File: config.mk
export PLATFORM = sky130hd
export DESIGN_NAME = hazard_ctrl
export DESIGN_NICKNAME = d
export VERILOG_FILES = /design/src/rtl/hazard_ctrl.sv
export SDC_FILE = /design/constraint.sdc
export NUM_CORES = 1
export LEC_CHECK = 0
export CAP_MARGIN = 30
export CORE_MARGIN = 1
export CORE_UTILIZATION = 45
export CTS_CLUSTER_SIZE = 20
export DETAILED_ROUTE_END_ITERATION = 10
export PLACE_DENSITY = 0.78
export SYNTH_ARGS = -nofsm -noshare
export SYNTH_HDL_FRONTEND = slang
export SYNTH_SLANG_ARGS = --single-unit
File: constraint.sdc
create_clock -name clk -period 3.7 [get_ports clk]
set_input_delay 0.925 -clock clk [delete_from_list [all_inputs] [get_ports clk]]
set_output_delay 0.925 -clock clk [all_outputs]
set_load 0.02 [all_outputs]
File: src/rtl/hazard_ctrl.sv
// hazard_ctrl
// Hazard and sequencing controller for a 5-stage pipeline (F, D, E, M, W).
//
// Purpose
//   - Selects forwarding sources for the two execute-stage operands.
//   - Detects load-use hazards and inserts a single bubble.
//   - Flushes decode/execute on a taken branch or jump.
//   - Freezes the pipeline while a variable-latency data memory completes.
//     A per-access timeout forces release and sets a sticky error flag.
//   - Keeps saturating counters of stall cycles and flush cycles.
//
// Memory handshake
//   memReq_M is the request strobe and memReady_M is the completion.
//   The access finishes in the first cycle where memReq_M and memReady_M
//   are both high. While the FSM is in WAIT, memReq_M stays high until
//   one of these happens:
//     - the access completes,
//     - the timeout releases the pipeline,
//     - reset abandons the access.
//
// Ports
//   clk, rst                 clock and synchronous active-high reset
//   Rs1_D, Rs2_D             source registers of the instruction in decode
//   Rs1_E, Rs2_E, Rd_E       source and destination registers in execute
//   resultSrc_E              00 ALU, 01 load, 10 PC+4
//   Rd_M, regWrite_M         destination and write enable in memory
//   Rd_W, regWrite_W         destination and write enable in writeback
//   PCsrc_E                  taken branch or jump resolved in execute
//   memAccess_M, memReady_M  memory-stage load/store and memory completion
//   forwardA_E, forwardB_E   operand selects: 00 regfile, 10 ALUResult_M, 01 result_W
//   stall_F/D/E/M            hold the stage register
//   flush_D/E/W              load a bubble into the stage register
//   memReq_M                 request strobe to the data memory
//   memErr                   sticky; set when a memory access timed out
//   stallCycles, flushCount  saturating performance counters
//   fsm_state                current wait-state FSM state (0 IDLE, 1 WAIT)
module hazard_ctrl #(
  parameter int MEM_TIMEOUT = 16,
  parameter int CNT_W       = 32
) (
  input  logic             clk,
  input  logic             rst,
  input  logic [4:0]       Rs1_D,
  input  logic [4:0]       Rs2_D,
  input  logic [4:0]       Rs1_E,
  input  logic [4:0]       Rs2_E,
  input  logic [4:0]       Rd_E,
  input  logic [1:0]       resultSrc_E,
  input  logic [4:0]       Rd_M,
  input  logic             regWrite_M,
  input  logic [4:0]       Rd_W,
  input  logic             regWrite_W,
  input  logic             PCsrc_E,
  input  logic             memAccess_M,
  input  logic             memReady_M,
  output logic [1:0]       forwardA_E,
  output logic [1:0]       forwardB_E,
  output logic             stall_F,
  output logic             stall_D,
  output logic             stall_E,
  output logic             stall_M,
  output logic             flush_D,
  output logic             flush_E,
  output logic             flush_W,
  output logic             memReq_M,
  output logic             memErr,
  output logic [CNT_W-1:0] stallCycles,
  output logic [CNT_W-1:0] flushCount,
  output logic             fsm_state
);

  localparam int WCW = $clog2(MEM_TIMEOUT + 1);

  typedef enum logic {
    IDLE = 1'b0,
    WAIT = 1'b1
  } state_t;

  state_t         state;
  logic [WCW-1:0] wait_cnt;
  logic           ms;         // memory stall this cycle
  logic           lu;         // load-use hazard this cycle
  logic           wait_done;  // WAIT has spent its full timeout budget

  assign fsm_state = state;
  assign wait_done = (wait_cnt == WCW'(MEM_TIMEOUT));

  // M has priority over W because it holds the younger value.
  // Register x0 is never forwarded.
  function automatic logic [1:0] fwd_sel(
    input logic [4:0] rs,
    input logic [4:0] rd_m,
    input logic       we_m,
    input logic [4:0] rd_w,
    input logic       we_w
  );
    logic [1:0] sel;
    sel = 2'b00;
    if (we_m && (rd_m != 5'd0) && (rd_m == rs)) begin
      sel = 2'b10;
    end else if (we_w && (rd_w != 5'd0) && (rd_w == rs)) begin
      sel = 2'b01;
    end
    return sel;
  endfunction

  always_comb begin
    forwardA_E = fwd_sel(Rs1_E, Rd_M, regWrite_M, Rd_W, regWrite_W);
    forwardB_E = fwd_sel(Rs2_E, Rd_M, regWrite_M, Rd_W, regWrite_W);
  end

  // A load or a PC+4 result is not ready for forwarding out of execute.
  assign lu = (resultSrc_E != 2'b00) && (Rd_E != 5'd0) &&
              ((Rd_E == Rs1_D) || (Rd_E == Rs2_D));

  // The first stalled cycle of an access is spent in IDLE.
  // This is why WAIT releases once wait_cnt reaches MEM_TIMEOUT.
  always_comb begin
    ms = 1'b0;
    case (state)
      IDLE:    ms = memAccess_M && !memReady_M;
      WAIT:    ms = !memReady_M && !wait_done;
      default: ms = 1'b0;
    endcase
  end

  // While the memory stall is active, any branch waiting in E stays there.
  // Its flush is applied in the release cycle.
  always_comb begin
    stall_F  = 1'b0;
    stall_D  = 1'b0;
    stall_E  = 1'b0;
    stall_M  = 1'b0;
    flush_D  = 1'b0;
    flush_E  = 1'b0;
    flush_W  = 1'b0;
    memReq_M = 1'b0;
    if (!rst) begin
      memReq_M = (state == WAIT) || memAccess_M;
      if (ms) begin
        stall_F = 1'b1;
        stall_D = 1'b1;
        stall_E = 1'b1;
        stall_M = 1'b1;
        flush_W = 1'b1;
      end else if (PCsrc_E) begin
        flush_D = 1'b1;
        flush_E = 1'b1;
      end else if (lu) begin
        stall_F = 1'b1;
        stall_D = 1'b1;
        flush_E = 1'b1;
      end
    end
  end

  always_ff @(posedge clk) begin
    if (rst) begin
      state       <= IDLE;
      wait_cnt    <= '0;
      memErr      <= 1'b0;
      stallCycles <= '0;
      flushCount  <= '0;
    end else begin
      if (stall_F && (stallCycles != '1)) begin
        stallCycles <= stallCycles + CNT_W'(1);
      end
      if (PCsrc_E && !ms && (flushCount != '1)) begin
        flushCount <= flushCount + CNT_W'(1);
      end
      case (state)
        IDLE: begin
          if (memAccess_M && !memReady_M) begin
            state    <= WAIT;
            wait_cnt <= WCW'(1);
          end
        end
        WAIT: begin
          if (memReady_M) begin
            state    <= IDLE;
            wait_cnt <= '0;
          end else if (wait_done) begin
            state    <= IDLE;
            wait_cnt <= '0;
            memErr   <= 1'b1;
          end else begin
            wait_cnt <= wait_cnt + WCW'(1);
          end
        end
        default: begin
          state    <= IDLE;
          wait_cnt <= '0;
        end
      endcase
    end
  end

endmodule

# After elaboration in Yosys (flattened, before gate mapping)

Cells that the tools add are included.

Register bits after elaboration: 71
Bits of input ports: 44

Bitwise operators: 2
Add/sub/neg operators: 3
Reductions and logical operators: 23
Eq/ne operators: 10
Mux-type cells: 26

Operator list:

| cell                  | count |
|---|---|
| $add 32x1->32 const B | 2 |
| $ne 32x32->1 const B  | 2 |
| $eq 5x5->1            | 6 |
| $mux 1                | 18 |
| $mux 5                | 3 |
| $reduce_bool 5->1     | 3 |
| $logic_and 1x1->1     | 13 |
| $pmux 5 s2            | 1 |
| $add 5x1->5 const B   | 1 |
| $eq 5x5->1 const B    | 1 |
| $mux 2                | 2 |
| $pmux 1 s2            | 2 |
| $logic_not 1->1       | 3 |
| $reduce_and 3->1      | 1 |
| $logic_or 1x1->1      | 2 |
| $ne 2x2->1 const B    | 1 |
| $not 1->1             | 2 |
| $reduce_bool 2->1     | 1 |

# Longest topological paths before layout

Gate-level depths: netlist of run 1.

Word-level depth: 8
Gate-level depth with buffers: 10
Mapped depth without buffers: 9

# Worst setup path before layout of run 1

Ideal clock, no wire load.

Path kind: input -> output
Start: in Rd_M[1]
End: out forwardA_E[0]
Data required time: 2.775 ns
Data arrival time: 2.542 ns
Slack: 0.233 ns
Stages: 4
Cells stage by stage: or4_1 -> o21ai_0 -> nor4_1 -> nor4_1

Word-level cells in the longest chain between the ends: 4
Elaborated cells between the ends (all ways): 5

RTL lines:

| what                | line | RTL |
|---|---|---|
| start: declaration  | 49   | `input logic [4:0] Rd_M,` |
| $reduce_bool 5->1   | 99   | `if (we_m && (rd_m != 5'd0) && (rd_m == rs)) begin` |
| $logic_and 1x1->1   | 99   |  |
| $logic_and 1x1->1 * | 99   |  |
| $mux 2 *            | 99   |  |
| end: declaration    | 56   | `output logic [1:0] forwardA_E,` |

Mark *: on every way between the ends. The rest lies on a longest branch, timed or not.

# Worst setup path after layout of run 1

Start: in Rd_E[1]
End: out stall_D

Word-level cells in the longest chain between the ends: 7
Elaborated cells between the ends (all ways): 10

RTL lines:

| what                                                         | line     | RTL |
|---|---|---|
| start: declaration                                           | 47       | `input logic [4:0] Rd_E,` |
| $eq 5x5->1 / $reduce_bool 5->1 (equally long branches)       | 114, 113 |  |
| $logic_or 1x1->1 / $logic_and 1x1->1 (equally long branches) | 114, 113 |  |
| $logic_and 1x1->1 *                                          | 113      | `assign lu = (resultSrc_E != 2'b00) && (Rd_E != 5'd0) &&` |
| $mux 1 *                                                     | 149      | `end else if (lu) begin` |
| $mux 1 *                                                     | 146      | `end else if (PCsrc_E) begin` |
| $mux 1 *                                                     | 140      | `if (ms) begin` |
| $mux 1 *                                                     | 138      | `if (!rst) begin` |
| end: declaration                                             | 59       | `output logic stall_D,` |

Marks and branches as above.

==> results of run 1 <==
## worst reg2reg max path: stages (launching register included)
cell                      delay (ns)
sky130_fd_sc_hd__dfxtp_1        0.41
sky130_fd_sc_hd__nand4_1        0.27
sky130_fd_sc_hd__nor3_1         0.47
sky130_fd_sc_hd__nand3_1        0.15
sky130_fd_sc_hd__nor2_2         0.62
sky130_fd_sc_hd__buf_4          0.31
sky130_fd_sc_hd__nor3_1         0.08
sky130_fd_sc_hd__xnor2_1        0.15
sky130_fd_sc_hd__nor2_1         0.05
## cell type report
| class | count | share of cell area |
|---|---|---|
| clock buffers | 11 | 0.0236 |
| clock inverters | 4 | 0.00856 |
| inverters | 8 | 0.00540 |
| multi-input cells | 365 | 0.431 |
| flip-flops and latches | 71 | 0.256 |
| well taps | 105 | 0.0236 |
| repair buffers | 149 | 0.252 |
## synth_stat cells (2+ instances only)
master / n
sky130_fd_sc_hd__nor2_1: 81
sky130_fd_sc_hd__dfxtp_1: 71
sky130_fd_sc_hd__xor2_1: 52
sky130_fd_sc_hd__xnor2_1: 34
sky130_fd_sc_hd__nand4_1: 31
sky130_fd_sc_hd__nand2_1: 28
sky130_fd_sc_hd__nor3_1: 22
sky130_fd_sc_hd__nand3_1: 19
sky130_fd_sc_hd__and3_1: 8
sky130_fd_sc_hd__clkbuf_1: 8
sky130_fd_sc_hd__inv_1: 8
sky130_fd_sc_hd__or3_1: 8
sky130_fd_sc_hd__a21oi_1: 7
sky130_fd_sc_hd__nor4_1: 7
sky130_fd_sc_hd__o21ai_0: 7
sky130_fd_sc_hd__or4_1: 6
sky130_fd_sc_hd__and4_1: 4
sky130_fd_sc_hd__ha_1: 4
sky130_fd_sc_hd__mux2i_1: 4
sky130_fd_sc_hd__and2_1: 3
sky130_fd_sc_hd__buf_1: 3
sky130_fd_sc_hd__buf_2: 3
sky130_fd_sc_hd__buf_4: 3
sky130_fd_sc_hd__nor3b_1: 3
sky130_fd_sc_hd__a21o_1: 2
sky130_fd_sc_hd__a31o_2: 2
sky130_fd_sc_hd__buf_6: 2
sky130_fd_sc_hd__nand2b_1: 2
sky130_fd_sc_hd__nor4_2: 2
sky130_fd_sc_hd__nor4_4: 2
sky130_fd_sc_hd__nor4b_1: 2
sky130_fd_sc_hd__o211ai_1: 2
## metrics by stage
| step | area (µm²) | util | instances | setup TNS (ns) | setup WS (ns) |
|---|---|---|---|---|---|
| 2_1_floorplan | 3940 | - | 464 | 0 | 0.233 |
| 3_3_place_gp | 5370 | 0.644 | 698 | -1.24 | -0.326 |
| 3_5_place_dp | 5370 | 0.644 | 698 | -1.75 | -0.425 |
| 4_1_cts | 5550 | 0.665 | 713 | 0 | 0.0173 |
| 5_1_grt | 5560 | 0.666 | 713 | -0.0465 | -0.0185 |
| 6_report | 5560 | 0.666 | 713 | 0 | 0.0340 |
## worst paths after layout
| check | from | to | cells past startpoint |
|---|---|---|---|
| setup / recovery | Rd_E[1] | stall_D | 7 |
| hold / removal | stallCycles[6] | stallCycles[6] | 1 |
| setup reg to reg | stallCycles[17] | stallCycles[5] | 8 |
| hold reg to reg | stallCycles[6] | stallCycles[6] | 1 |
## power by group through the flow
stage	clock, mW	combinational (mW)	sequential (mW)
after floorplan	0	0.0838	0.796
after global placement	0	0.190	0.793
after detailed placement	0	0.192	0.794
after CTS	0.594	0.192	0.776
after global routing	0.628	0.209	0.777
final	0.579	0.194	0.776
## kinds of logic after synthesis
logic type / share of synthesized area
fa+ha+maj: 0.0127
simple gates: 0.328
buf+inv: 0.0372
flops: 0.361
xor+xnor: 0.191
mux: 0.0130
compound gates: 0.0575
## sequential cells by signal, summed over array words and instances (netlist names)
register     flops
memErr           1
wait_cnt         5
flushCount      32
fsm_state        1
stallCycles     32
## what timing repair did
| item | in CTS | in global routing |
|---|---|---|
| cloned | 0 | 0 |
| buffers inserted | 0 | 0 |
| pin swaps | 0 | 2 |
| resized for setup | 17 | 8 |
| setup endpoints to repair | 7 | 6 |
## routing by layer
metal	up-vias	wire, µm	track usage
li1	1900	-	-
met1	1812	4190	0.255
met2	111	5030	0.406
met3	4	578	0.0654
met4	0	49	0.0410
met5	-	0	0
==> metrics.log, run 1 <==
INFO  metric p_total = 1.55 mW
INFO  metric power.combinational.fraction = 0.125
INFO  metric critical_path.endpoint_type = output pin
INFO  metric netSwitchingFraction = 0.239
INFO  metric buffer_ports.inserted = 121
INFO  metric effective_utilization_at_floorplan = 0.472
INFO  metric cts_tree = done
INFO  metric clockPowerShare = 0.374
INFO  metric whs = about 0.50 ns
INFO  metric layout_common_cells = 112 x sky130_fd_sc_hd__clkdlybuf4s50_1, 81 x sky130_fd_sc_hd__nor2_1, 71 x sky130_fd_sc_hd__dfxtp_1
INFO  metric ff_latch_area = 1420 µm²
INFO  metric yosysWarnings = 0
INFO  metric worstPathRequired = around 2.8 ns
INFO  metric timing.critical_path.slowest_stage_cell = sky130_fd_sc_hd__or4_1
INFO  metric peakVddDrop = around 170 µV
INFO  metric fp.dieH = around 96 µm
INFO  metric cts-buffers-inserted = 9
INFO  metric number_of_vias_per_cell_after_detailed_routing = 5.37
INFO  metric synth-edff-count = 0
INFO  metric worstPathCellList = clkdlybuf4s50_1 > or4_1 > o22ai_2 > or3_4 > o21ba_2 > inv_1 > dlygate4sd2_1
INFO  metric post_synth_inst_count = roughly 460
INFO  metric clk_transition_reported_paths = approximately 0.07 ns
INFO  metric pin_count_of_the_biggest_net_entering_global_routing = between 40 and 50
INFO  metric synthToLayoutAreaGrowth = 41.0%
INFO  metric nNetsFinal = between 600 and 700
INFO  metric grt_first_pass_wirelength = around 16 mm
INFO  metric holdCritPathClass = reg2reg
INFO  metric outcome = completed
INFO  metric drt_pre_antenna_iters = 4
INFO  metric multi_input_area = about 2400 µm²
INFO  metric max-clock-path-buffers = 2
INFO  metric worst_slew_pin_slew = between 0.7 and 0.8 ns
INFO  metric power.static_leakage = 1.93 nW
INFO  metric final_max_slew_viol_count = 0
INFO  metric top_level_ports = approximately 120
INFO  metric post_detailed_route_wirelength_per_cell = 13.8 µm
INFO  metric netlist.top_cell.by_area = sky130_fd_sc_hd__dfxtp_1
INFO  metric layout_commonest_cell = sky130_fd_sc_hd__clkdlybuf4s50_1
INFO  metric hpwl = 7.45 mm
INFO  metric finalHoldViolations = 0
INFO  metric netlist_top_cells_area = sky130_fd_sc_hd__dfxtp_1 36%, sky130_fd_sc_hd__xor2_1 12%, sky130_fd_sc_hd__nor2_1 7.7%
INFO  metric unrepaired_setup_endpoints_after_global_routing = yes
INFO  metric seqPwrFrac = 0.501
INFO  metric avgSynthCellArea = 8.49 µm²
INFO  metric flip_flop_cell_with_the_highest_count_after_synthesis = sky130_fd_sc_hd__dfxtp_1
INFO  metric ant_diodes = 0
INFO  metric crit_path_max_fanout = 2
INFO  metric cp_top_family = buffers and inverters
INFO  metric clock_latency = 0.34 ns
INFO  metric timing.critical_path.from_type = input pin
INFO  metric drv.max_cap_violation_count = 0
INFO  metric synth_fp_nets = about 510
INFO  metric synth.yosys.seq_area_share = 0.361
INFO  metric first_global_vias = between 3,000 and 4,000
INFO  metric number_of_antenna_violations_at_the_first_check_in_global_routing = 0
INFO  metric cpPeakStageDelay = around 0.57 ns
INFO  metric synthArstFlopShare = 0
INFO  metric grt.overflow.total = 0
INFO  metric gr_usage_total = 0.222
INFO  metric number_of_h_tree_levels = 3
INFO  metric fmaxAchievable = approximately 0.27 GHz
INFO  metric drt_first_iter_violations = 116
INFO  metric drive_above_1_share = 0.107
INFO  metric cts-root-buf = sky130_fd_sc_hd__clkbuf_8
INFO  metric globalplace.congestion = between 0.9 and 1
INFO  metric nFillCells = roughly 680
INFO  metric design.die.area = ~9100 µm²
INFO  metric fin_crit = ~3.7 ns
INFO  metric synth.ff_latch_count = 71
INFO  metric critPathArrivalTime = 2.74 ns
INFO  metric power_report.internal_total = about 1.2 mW
INFO  metric layout_worst_path_cycle_share = 0.991
INFO  metric post_synth_num_cell_types = between 50 and 60
INFO  metric coreArea = roughly 8300 µm²
INFO  metric synth.top_cell.area_share = 0.361
INFO  metric final_antenna_net_count = 0
INFO  metric netSwitchingPower = roughly 370 µW
INFO  metric cts_hold_buffers = 0
INFO  metric relSlewSlack = 0.479
INFO  metric critPathKind = in2out
INFO  metric power_density = 279 nW/µm²
INFO  metric finClkSkew = 0.0119 ns
INFO  metric synthesis.area = approximately 3900 µm²
INFO  metric num_rows = 33
INFO  metric cp.buffers_inverters = 3
INFO  metric route.vias.total = 3,827
INFO  metric drc = 0
INFO  metric floorplan.die.width = between 90 and 100 µm
INFO  metric clkSinkCount = between 70 and 80
INFO  metric worst-r2r-setup-slack = 1.07 ns
INFO  metric finalSetupViolCount = 0
INFO  metric postRouteWirelength = ~9.9 mm
Power figures use the tool's default switching activity.
==> run 2: changes to the inputs <==
--- a/config.mk
+++ b/config.mk
@@ -8,7 +8,6 @@
 export CAP_MARGIN = 30
 export CORE_MARGIN = 1
 export CORE_UTILIZATION = 45
-export CTS_CLUSTER_SIZE = 20
 export DETAILED_ROUTE_END_ITERATION = 10
 export PLACE_DENSITY = 0.78
 export SYNTH_ARGS = -nofsm -noshare
==> results of run 2 <==
Same layout as run 1: the final DEF is identical, and so are final timing and power.
